<file path="src/rtl/sram_arbiter.sv">
// sram_arbiter: alternating IF/MEM sequencer for a fixed-latency single-port SRAM
module sram_arbiter #(
   parameter int ADDR_W    = 32,
   parameter int DATA_W    = 32,
   parameter int SRAM_WAIT = 5
) (
   input  logic              clk,
   input  logic              rst,
   input  logic              if_req,
   input  logic [ADDR_W-1:0] if_addr,
   output logic [DATA_W-1:0] if_rdata,
   output logic              if_ready,
   input  logic              mem_r_en,
   input  logic              mem_w_en,
   input  logic [ADDR_W-1:0] mem_addr,
   input  logic [DATA_W-1:0] mem_wdata,
   output logic [DATA_W-1:0] mem_rdata,
   output logic              mem_ready,
   output logic [ADDR_W-1:0] sram_addr,
   output logic [DATA_W-1:0] sram_wdata,
   output logic              sram_we,
   output logic              sram_oe,
   input  logic [DATA_W-1:0] sram_rdata
);
   localparam int CW = $clog2(SRAM_WAIT + 1);
   typedef enum logic [1:0] {IDLE, ACCESS, DONE} state_t;
   state_t        r_state, w_next;
   logic [CW-1:0] r_cnt;
   logic          r_gnt_mem, r_last_mem;
   logic          w_mem, w_grant, w_pick_mem, w_last;
   assign w_mem      = mem_r_en | mem_w_en;
   assign w_grant    = (r_state == IDLE) & (if_req | w_mem);
   // on a tie, MEM wins unless it was the previous grant
   assign w_pick_mem = w_mem & (~if_req | ~r_last_mem);
   assign w_last     = r_cnt == '0;
   always_ff @(posedge clk or posedge rst)
      if (rst) r_state <= IDLE;
      else     r_state <= w_next;
   always_comb begin
      w_next = r_state;
      case (r_state)
         IDLE:    w_next = (if_req | w_mem) ? ACCESS : IDLE;
         ACCESS:  w_next = w_last ? DONE : ACCESS;
         default: w_next = IDLE;
      endcase
   end
   always_ff @(posedge clk or posedge rst) begin
      if (rst) begin
         r_cnt      <= '0;
         r_gnt_mem  <= 1'b0;
         r_last_mem <= 1'b0;
         sram_addr  <= '0;
         sram_wdata <= '0;
         sram_we    <= 1'b0;
         sram_oe    <= 1'b0;
         if_ready   <= 1'b0;
         mem_ready  <= 1'b0;
         if_rdata   <= '0;
         mem_rdata  <= '0;
      end else begin
         if_ready  <= 1'b0;
         mem_ready <= 1'b0;
         if (w_grant) begin
            r_gnt_mem  <= w_pick_mem;
            r_last_mem <= w_pick_mem;
            sram_addr  <= w_pick_mem ? mem_addr : if_addr;
            sram_wdata <= mem_wdata;
            sram_we    <= w_pick_mem & mem_w_en;
            sram_oe    <= ~(w_pick_mem & mem_w_en);
            r_cnt      <= CW'(SRAM_WAIT - 1);
         end
         if (r_state == ACCESS) begin
            if (!w_last) r_cnt <= r_cnt - CW'(1);
            else begin
               // sram_oe still marks a read during the final access cycle
               if (sram_oe && r_gnt_mem)  mem_rdata <= sram_rdata;
               if (sram_oe && !r_gnt_mem) if_rdata  <= sram_rdata;
               sram_we   <= 1'b0;
               sram_oe   <= 1'b0;
               if_ready  <= ~r_gnt_mem;
               mem_ready <= r_gnt_mem;
            end
         end
      end
   end
endmodule
</file>
<file path="config.mk">
export PLATFORM = sky130hd
export DESIGN_NAME = sram_arbiter
export DESIGN_NICKNAME = d
export VERILOG_FILES = /design/src/rtl/sram_arbiter.sv
export SDC_FILE = /design/constraint.sdc
export NUM_CORES = 1
export LEC_CHECK = 0
export BUFFER_PORTS_ARGS = -buffer_cell sky130_fd_sc_hd__clkbuf_2
export CORE_MARGIN = 2
export CORE_UTILIZATION = 51
export DETAILED_ROUTE_END_ITERATION = 16
export PLACE_DENSITY_LB_ADDON = 0.1
export SLEW_MARGIN = 10
export SYNTH_ARGS = -nofsm -noshare
export SYNTH_HDL_FRONTEND = slang
export SYNTH_SLANG_ARGS = --single-unit
export TNS_END_PERCENT = 30
</file>
<file path="constraint.sdc">
create_clock -name clk -period 8.6 [get_ports clk]
set_input_delay 2.15 -clock clk [delete_from_list [all_inputs] [get_ports clk]]
set_output_delay 2.15 -clock clk [all_outputs]
set_load 0.1 [all_outputs]
</file>
==> metrics.cfg <==
[routing]
viasPerCell=5.04
vias=3889
routed_wl_mm=12.8
drtPass1Iterations=5
ant_nets=0
post_drt_wl_per_cell_um=16.6
drc=0
drt_iter0_markers=152

[setup_path]
endpoint_kind=flip-flop
startpoint_type=input port
critical_path_required_ns=8.89
path_class=input port to flip-flop
critical_path_arrival_ns=4.08
path_max_fanout=40
r2r_cells=4

[run_status]
outcome=finished, final reports clean

[min_path]
whs_path_depth=1
min_path_type=flip-flop to flip-flop

[clock_network]
cts_setup_buffers=0
numCtsBuffers=17
cts_tree=yes
cts_root_buffer=clkbuf_16
post_cts_resize_count=0
hold_buffers=0
clkLatencyLatePin_ns=0.41
clock-sinks=138
clockBufferDepth=2
clkTransAtPathRegs_ns=0.06
cts.htree.levels=4

[die]
die_area_sq_um=12200
pin_count=265
rows=38
core_sq_um=10900
start_util_pct=52.9
fp.dieW_um=111
die_h_um=111

[final_layout]
drive_above_1_share_pct=72.3
syn_to_final_growth_pct=35.1
layout.nets=754
diodes=0

[sta]
finalCritPeriodShare_pct=44.1
hold_violations=0
max_freq_mhz=264
maxSlewViolCount=0
worst_pin_slew_ns=1.11
finalWorstPathRequiredPeriod_ns=3.79
slew_headroom_pct=25.7
tns_ns=0
fin_skew_ns=0.00971
setup_viol=0
rsz0062_at_grt=no

[synth]
synth_seq_cells=138
synth_fa_ha_area_share_pct=0.432
yosysTopAreaCell=dfrtp_1
synth_area_per_cell_sq_um=16.6
synth_top_family_by_area=multiplexers
ys_warn_count=0
ys_seq_area_share_pct=59.7
syn-num-nets=484
synth.top_cells.by_area=dfrtp_1, mux2_2, mux2_4
synth_area_sq_um=5790
synth_xor_area_share_pct=0
synthSimpleGateAreaFrac_pct=2.08
synth_mux_area_share_pct=33.4
post-synth-top-area-fraction_pct=59.7
yosys.cell_types.count=29
synth_compound_area_share_pct=1.34
netlist_instances=349

[grt]
grt_pass1_wl_mm=21.6
overflow=0
antenna_found_initial=0
grt_pass1_vias=4319
grt_max_degree=79
grt_usage_pct=22.2

[placement]
post-dp-hpwl_mm=9.48
io_buffers=264
place.gp.congestion=0.815

[job]
maxCapViolCount=0

per-layer routing:
layer  track usage (%)  vias up  routed length [um]
li1                  -     1789                   -
met1              25.6     1901                5090
met2              38.1      171                6450
met3              6.70       28                 921
met4              9.92        0                 352
met5                 0        -                   0
placed cells by master (no fill, tap or decap), types with 3 or more instances in the layout:
cell / count
buf_4: 3
bufinv_16: 6
clkbuf_16: 17
clkbuf_2: 264
clkinv_2: 3
clkinv_4: 3
dfrtp_1: 138
mux2_1: 10
mux2_2: 117
mux2_4: 33
nor2_1: 4
o21ai_0: 4
metrics by stage:
stage	instances	instance area (sq um)	util (%)	setup WS (ns)	hold slack [ns]
detailed placement	740	7160	65.4	4.38	0.469
global placement	740	7160	65.4	4.44	0.463
global route	771	7820	71.5	4.66	0.506
finish	771	7820	71.5	4.81	0.473
floorplan	349	5790	-	2.75	0.451
CTS	771	7820	71.5	4.80	0.476
worst max-delay path, stage by stage:
cell,delay [ns]
clkbuf_2,0.12
nor3_2,0.08
nor2_4,0.83
buf_4,0.50
mux2_2,0.39
synth_stat cells:
cell and n:
inv_2 1, nand3_1 2, mux2i_1 1, nor3_1 1
buf_2 3, mux2_4 33, mux2_2 117, buf_6 13
mux2_1 10, dfrtp_1 138, a21oi_1 2, o2bb2ai_2 1
nand3b_4 1, or2_1 1, o21ai_0 4, nand2b_1 1
nor2b_1 1, ha_1 2, inv_1 3, or2_2 1
o211a_1 1, nor2_2 1, and2_2 1, o32a_1 1
nand2_1 1, nand3_4 1, nor2_1 4, o22ai_1 2
nor3_2 1
final timing paths:
path	from	to	slack, ns
worst min-delay path	r_cnt[0]	r_cnt[0]	0.47
max in group asynchronous	rst	mem_rdata[3]	5.41
worst max register to register	r_state[0]	sram_addr[20]	6.00
worst max-delay path	mem_w_en	sram_addr[20]	4.81
worst min register to register	r_cnt[0]	r_cnt[0]	0.47
min in group asynchronous	rst	sram_wdata[0]	1.78
layout make-up:
cell class	count	area, sq um
Sequential cell	138	3450
Fill cell	778	3120
Multi-Input combinational cell	191	2160
Timing Repair Buffer	267	1340
Clock buffer	19	443
Clock inverter	12	221
Tap cell	140	175
Inverter	4	20.0
logic make-up (layout without fill, tap and decap cells):
family	count (synthesis)	in the layout
AOI/OAI and AO/OA	11	11
adders and majority gates	2	2
and+or+nand+nor	17	17
buffers and inverters	20	302
DFF	138	138
muxes	161	161
flip-flops by register name, summed over array words and instances, names as in the netlist:
| signal | count |
|---|---|
| sram_addr | 32 |
| mem_ready | 1 |
| r_last_mem | 1 |
| if_rdata | 32 |
| mem_rdata | 32 |
| if_ready | 1 |
| sram_we | 1 |
| r_state | 2 |
| sram_oe | 1 |
| sram_wdata | 32 |
| r_cnt | 3 |
Power is not shown: default switching activity piles up to over one toggle a cycle in this logic, so the estimate is an artifact.
